### src/rtl/clk_pkg.sv
`default_nettype none
// +----------------------------------------------------------------------+
// | clk_pkg : shared divide codes, FSM encoding and divide-limit helper   |
// | Rev 1.0                                                              |
// +----------------------------------------------------------------------+
package clk_pkg;

  localparam logic [1:0] DIV1 = 2'd0;
  localparam logic [1:0] DIV2 = 2'd1;
  localparam logic [1:0] DIV4 = 2'd2;
  localparam logic [1:0] DIV8 = 2'd3;

  typedef enum logic [1:0] {
    ST_WAIT_LOCK = 2'd0,
    ST_SETTLE    = 2'd1,
    ST_RUN       = 2'd2,
    ST_HOLD      = 2'd3
  } state_t;

  // Last period-counter value for a divide code: (1<<code)-1.
  function automatic logic [2:0] div_max(input logic [1:0] code);
    logic [3:0] w_full;
    w_full = (4'd1 << code) - 4'd1;
    return w_full[2:0];
  endfunction

endpackage
`default_nettype wire

### src/rtl/clk_lock_filter.sv
`default_nettype none
// +----------------------------------------------------------------------+
// | clk_lock_filter : requires LOCK_CYCLES consecutive locked cycles      |
// | while enabled before declaring the clock stable.  Rev 1.0            |
// +----------------------------------------------------------------------+
module clk_lock_filter #(
  parameter int LOCK_CYCLES = 4
) (
  input  logic clk,
  input  logic rst,
  input  logic pll_locked,
  input  logic enable,
  output logic stable
);

  localparam int SW = (LOCK_CYCLES > 1) ? $clog2(LOCK_CYCLES) : 1;
  localparam logic [SW-1:0] c_scnt_last = SW'(LOCK_CYCLES - 1);

  logic [SW-1:0] r_scnt;

  assign stable = enable && pll_locked && (r_scnt == c_scnt_last);

  always_ff @(posedge clk or posedge rst) begin
    if (rst) begin
      r_scnt <= '0;
    end else if (!enable || !pll_locked) begin
      r_scnt <= '0;
    end else if (!stable) begin
      r_scnt <= r_scnt + SW'(1);
    end
  end

endmodule
`default_nettype wire

### src/rtl/clk_en_ctrl.sv
`default_nettype none
// +----------------------------------------------------------------------+
// | clk_en_ctrl : lock-gated clock-enable generator (/1,/2,/4,/8) with    |
// | boundary-aligned rate changes via req/ack and a guard interval. R1.0 |
// +----------------------------------------------------------------------+
module clk_en_ctrl
  import clk_pkg::*;
#(
  parameter int         LOCK_CYCLES  = 4,
  parameter int         GUARD_CYCLES = 2,
  parameter logic [1:0] RESET_DIV    = 2'd0
) (
  input  logic       clk,
  input  logic       rst,
  input  logic       pll_locked,
  input  logic       run,
  input  logic       cfg_req,
  input  logic [1:0] cfg_div,
  output logic       cfg_ack,
  output logic       ce,
  output logic       ready,
  output logic [1:0] cur_div
);

  localparam int GW = (GUARD_CYCLES > 1) ? $clog2(GUARD_CYCLES) : 1;
  localparam logic [GW-1:0] c_gcnt_last = GW'(GUARD_CYCLES - 1);

  state_t        r_state, w_state_n;
  logic [2:0]    r_cnt, w_cnt_n;
  logic [GW-1:0] r_gcnt, w_gcnt_n;
  logic          r_ce, w_ce_n;
  logic          r_ack, w_ack_n;
  logic          r_ready, w_ready_n;
  logic [1:0]    r_cur_div, w_div_n;

  logic          w_stable;
  logic          w_at_max;

  clk_lock_filter #(
    .LOCK_CYCLES (LOCK_CYCLES)
  ) u_lock_filter (
    .clk        (clk),
    .rst        (rst),
    .pll_locked (pll_locked),
    .enable     (r_state == ST_SETTLE),
    .stable     (w_stable)
  );

  assign w_at_max = (r_cnt == div_max(r_cur_div));

  always_ff @(posedge clk or posedge rst) begin
    if (rst) begin
      r_state   <= ST_WAIT_LOCK;
      r_cnt     <= '0;
      r_gcnt    <= '0;
      r_ce      <= 1'b0;
      r_ack     <= 1'b0;
      r_ready   <= 1'b0;
      r_cur_div <= RESET_DIV;
    end else begin
      r_state   <= w_state_n;
      r_cnt     <= w_cnt_n;
      r_gcnt    <= w_gcnt_n;
      r_ce      <= w_ce_n;
      r_ack     <= w_ack_n;
      r_ready   <= w_ready_n;
      r_cur_div <= w_div_n;
    end
  end

  always_comb begin
    w_state_n = r_state;
    w_cnt_n   = r_cnt;
    w_gcnt_n  = r_gcnt;
    w_ce_n    = 1'b0;
    w_ack_n   = 1'b0;
    w_ready_n = r_ready;
    w_div_n   = r_cur_div;

    // Lock loss wins over everything; cur_div and any pending request survive.
    if (!pll_locked) begin
      w_state_n = ST_WAIT_LOCK;
      w_cnt_n   = '0;
      w_gcnt_n  = '0;
      w_ready_n = 1'b0;
    end else begin
      case (r_state)
        ST_WAIT_LOCK: begin
          w_state_n = ST_SETTLE;
        end
        ST_SETTLE: begin
          if (w_stable) begin
            w_state_n = ST_RUN;
            w_ready_n = 1'b1;
            w_cnt_n   = '0;
          end
        end
        ST_RUN: begin
          if (cfg_req && (!run || w_at_max)) begin
            w_div_n   = cfg_div;
            w_cnt_n   = '0;
            w_ack_n   = 1'b1;
            w_gcnt_n  = '0;
            w_ce_n    = run;
            w_state_n = ST_HOLD;
          end else if (run && w_at_max) begin
            w_ce_n  = 1'b1;
            w_cnt_n = '0;
          end else if (run) begin
            w_cnt_n = r_cnt + 3'd1;
          end
        end
        ST_HOLD: begin
          if (r_gcnt == c_gcnt_last) begin
            w_state_n = ST_RUN;
            w_cnt_n   = '0;
          end else begin
            w_gcnt_n = r_gcnt + GW'(1);
          end
        end
        default: begin
          w_state_n = ST_WAIT_LOCK;
        end
      endcase
    end
  end

  assign cfg_ack = r_ack;
  assign ce      = r_ce;
  assign ready   = r_ready;
  assign cur_div = r_cur_div;

endmodule
`default_nettype wire

### config.mk
export PLATFORM = sky130hd
export DESIGN_NAME = clk_en_ctrl
export DESIGN_NICKNAME = d
export VERILOG_FILES = /design/src/rtl/clk_pkg.sv /design/src/rtl/clk_lock_filter.sv /design/src/rtl/clk_en_ctrl.sv
export SDC_FILE = /design/constraint.sdc
export NUM_CORES = 1
export LEC_CHECK = 0
export ABC_AREA = 1
export BUFFER_PORTS_ARGS = -buffer_cell sky130_fd_sc_hd__buf_2
export CAP_MARGIN = 0
export CELL_PAD_IN_SITES_DETAIL_PLACEMENT = 0
export CELL_PAD_IN_SITES_GLOBAL_PLACEMENT = 2
export CORE_ASPECT_RATIO = 1.2
export CORE_MARGIN = 2
export CORE_UTILIZATION = 23
export CTS_BUF_LIST = sky130_fd_sc_hd__clkbuf_4 sky130_fd_sc_hd__clkbuf_8 sky130_fd_sc_hd__clkbuf_16
export CTS_CLUSTER_SIZE = 10
export DETAILED_ROUTE_END_ITERATION = 12
export GPL_ROUTABILITY_DRIVEN = 0
export PLACE_DENSITY_LB_ADDON = 0.05
export SLEW_MARGIN = 15
export SYNTH_ARGS = -nofsm -noshare
export SYNTH_HDL_FRONTEND = slang
export SYNTH_HIERARCHICAL = 1
export SYNTH_SLANG_ARGS = --single-unit
### constraint.sdc
create_clock -name clk -period 1.5 [get_ports clk]
set_input_delay 0.3 -clock clk [delete_from_list [all_inputs] [get_ports clk]]
set_output_delay 0.3 -clock clk [all_outputs]
set_load 0.03 [all_outputs]
==> flow_summary.yaml <==
clock_network:
  cts-buffers-inserted: 3
  cts_max_path_buffers: 2
  htreeDepth: 1
  cts-root-buf: "clkbuf_4"
  cts_tree: "yes"
  clk_pin_slew_ps: 80
  clk_latency_ps: 270
  cts_sinks: 13
yosys:
  yosys_most_used_dff: "dfrtp_1"
  syn_inst: 92
  ys_ff_latch: 13
  synth_cell_types: 21
  async_reset_ff_share_pct: 100
  synthTopCellsByCount: "nand2_1, dfrtp_1, inv_1"
  synth_area_leader_cell: "dfrtp_1"
  ys_seq_area_share_pct: 45.1
  synth_area_leaders: "dfrtp_1, nand2_1, inv_1, nor2_1, ha_1"
  yosys.cell_count.top_type: "nand2_1"
  synth_edf_count: 0
  yosysWarnings: 6
  syn_nets: 101
  synth.top_cell.area_share_pct: 45.1
  avgSynthCellArea_sq_um: 7.85
  syn_area_sq_um: 722
place:
  dp_hpwl_microns: 1220
  place_inst: 143
  port_buffers: 11
  pre_cts_slack_ps: -7.26
timing:
  rsz0062_at_grt: "true"
  timing.setup.tns_ps: 0
  slew_viol_final: 0
  worst_clock_skew_ps: 2.49
  hold_viol_final: 0
  setup_violations: 0
  relSlewSlack_pct: 68.2
  min_period_ps: 1430
  finalCritPeriodShare_pct: 95.3
  setup_ws_ps: 71.2
  worst_pin_slew_ps: 477
  fmax_mhz: 700
min_path:
  hold_start: "cfg_div[1]"
  hp-class: "primary input to flop"
  holdPathStages: 3
  whs_endpoint: "cur_div[1]"
setup_path:
  crit_required_ps: 1670
  worstSetupPathType: "flop to flop"
  critPathMaxFanout: 4
  cp_slowest_stage_delay_ps: 390
  slowest_stage: "dfrtp_1"
  r2r-start: "r_state[1]"
  cp-end-kind: "flop"
  reg2reg_setup_slack_ps: 70
  path_cells: "inv_2, nand2_4, inv_2, nand2_2, nor2_4, nor3_4, nor2_2, nand2_2, buf_6, nand2_1, nand2_1"
  start_kind: "flop"
  r2r_cells: 11
  r2r-end: "r_cnt[0]"
  cp.arrival_ps: 1600
floorplanning:
  die_y_microns: 65.4
  floorplan.initialDensity_pct: 23.8
  core_region_area_sq_um: 3030
  die_x_microns: 55.1
  num_io_pins: 12
  rows: 22
  die_area_sq_um: 3610
power_and_ir_drop:
  power_density_nw_per_um2: 1470
  leakage_nw: 0.545
  ir_drop_mv: 0.692
global_route:
  grt_pass1_wl_microns: 2740
  antenna_found_initial: 0
  overflow: 0
  track_usage_pct: 10.7
  grt_max_degree: 12
  first_global_vias: 617
routing:
  drc: 0
  routed_wl_microns: 1560
  num_vias: 629
  via_per_inst: 4.11
  drtIter0Drc: 15
  wl_per_cell_microns: 10.2
  ant_nets: 0
  firstDrtPassIters: 4
run_status:
  status: "finished, final reports clean"
cells_and_area:
  antenna_cells: 0
  syn2layout_area_growth_pct: 36.2
  layout.nets: 127
  drive_gt1_share_pct: 41.0
  finalNonFillerCells: 153
job:
  maxCapViolCount: 0
-- worst max-delay path: cells and delay by family, from the launching register on --
family | cells | cell delay, ps
buffers and inverters | 3 | 280
flip-flops | 1 | 390
AND/OR/NAND/NOR | 8 | 660
-- stage by stage --
| step | power (mW) | util, % | area, sq um | hold WS, ps |
|---|---|---|---|---|
| finish | 1.45 | 32.5 | 983 | 228 |
| global route | 1.58 | 32.5 | 983 | 234 |
| CTS | 1.30 | 29.5 | 895 | 217 |
| detailed placement | 1.04 | 28.1 | 852 | 162 |
| global placement | 1.05 | 28.1 | 852 | 163 |
| floorplan | 0.875 | - | 722 | 41.2 |
-- worst max-delay path by stage --
stage | startpoint | to | slack (ps) | cells past startpoint
global placement | r_state[1] | r_cnt[1] | 0.3 | 11
floorplan | r_state[1] | r_cnt[0] | 110 | 11
finish | r_state[1] | r_cnt[0] | 70 | 11
detailed placement | r_state[1] | r_cnt[1] | -7 | 11
global route | r_state[1] | r_cnt[0] | -20 | 11
CTS | r_state[1] | r_cnt[1] | 10 | 11
-- state kept, by name, indices dropped and copies added, names as in the netlist --
name	flops
cur_div	2
u_lock_filter/r_scnt	2
r_state	2
ready	1
cfg_ack	1
ce	1
r_cnt	3
r_gcnt	1
-- cell type report --
cell class                      count  area, sq um
Inverter                           16         61.3
Multi-Input combinational cell     63          382
Fill cell                         337         2040
Sequential cell                    13          325
Timing Repair Buffer               21          140
Clock buffer                        4         30.0
Tap cell                           36         45.0
-- power by group --
part	switching (mW)	leakage, nW	internal (mW)
sequential	0.0838	0.172	0.425
clock	0.116	0.0184	0.121
combinational	0.396	0.354	0.306
-- cells by family (layout without fill, tap and decap cells) --
kind of cell / count (synthesis) / after routing / share of synthesized area [%]
flip-flops: 13 / 13 / 45.1
AO/OA/AOI/OAI: 6 / 6 / 4.68
XOR/XNOR: 2 / 2 / 2.43
adder cells (fa/ha/maj): 2 / 2 / 3.47
buffers and inverters: 16 / 41 / 8.49
AND/OR/NAND/NOR: 53 / 53 / 35.9
-- layout by cell type, fill, tap and decap left out --
cell type,synthesis,layout
a21oi_2,1,1
buf_2,0,11
buf_4,0,7
buf_6,0,2
clkbuf_4,0,4
clkinv_1,1,1
clkinv_2,1,1
dfrtp_1,13,13
dlygate4sd3_1,0,1
ha_1,2,1
ha_2,0,1
inv_1,12,9
inv_2,2,5
nand2_1,27,24
nand2_2,3,5
nand2_4,1,2
nand3_1,4,4
nand3_2,1,1
nand4_1,2,2
nor2_1,9,5
nor2_2,1,3
nor2_4,0,2
nor2_8,1,1
nor3_1,3,2
nor3_2,1,1
nor3_4,0,1
o21ai_0,5,5
xnor2_1,1,1
xor2_1,1,1
-- repair_timing --
item / in CTS / in global routing
setup endpoints to repair: 2 / 3
buffers inserted: 0 / 5
pin swaps: 0 / 5
gates resized for setup: 1 / 17
hold buffers: 1 / 0
endpoints found under the hold margin: 2 / 0
-- per-layer routing --
metal	track usage, %	part of all wire [%]
met1	14.2	46
met2	16.2	49
met3	2.05	3.8
met4	5.49	1.3
met5	0	0
Note: power is estimated with default switching activity, not from simulation.
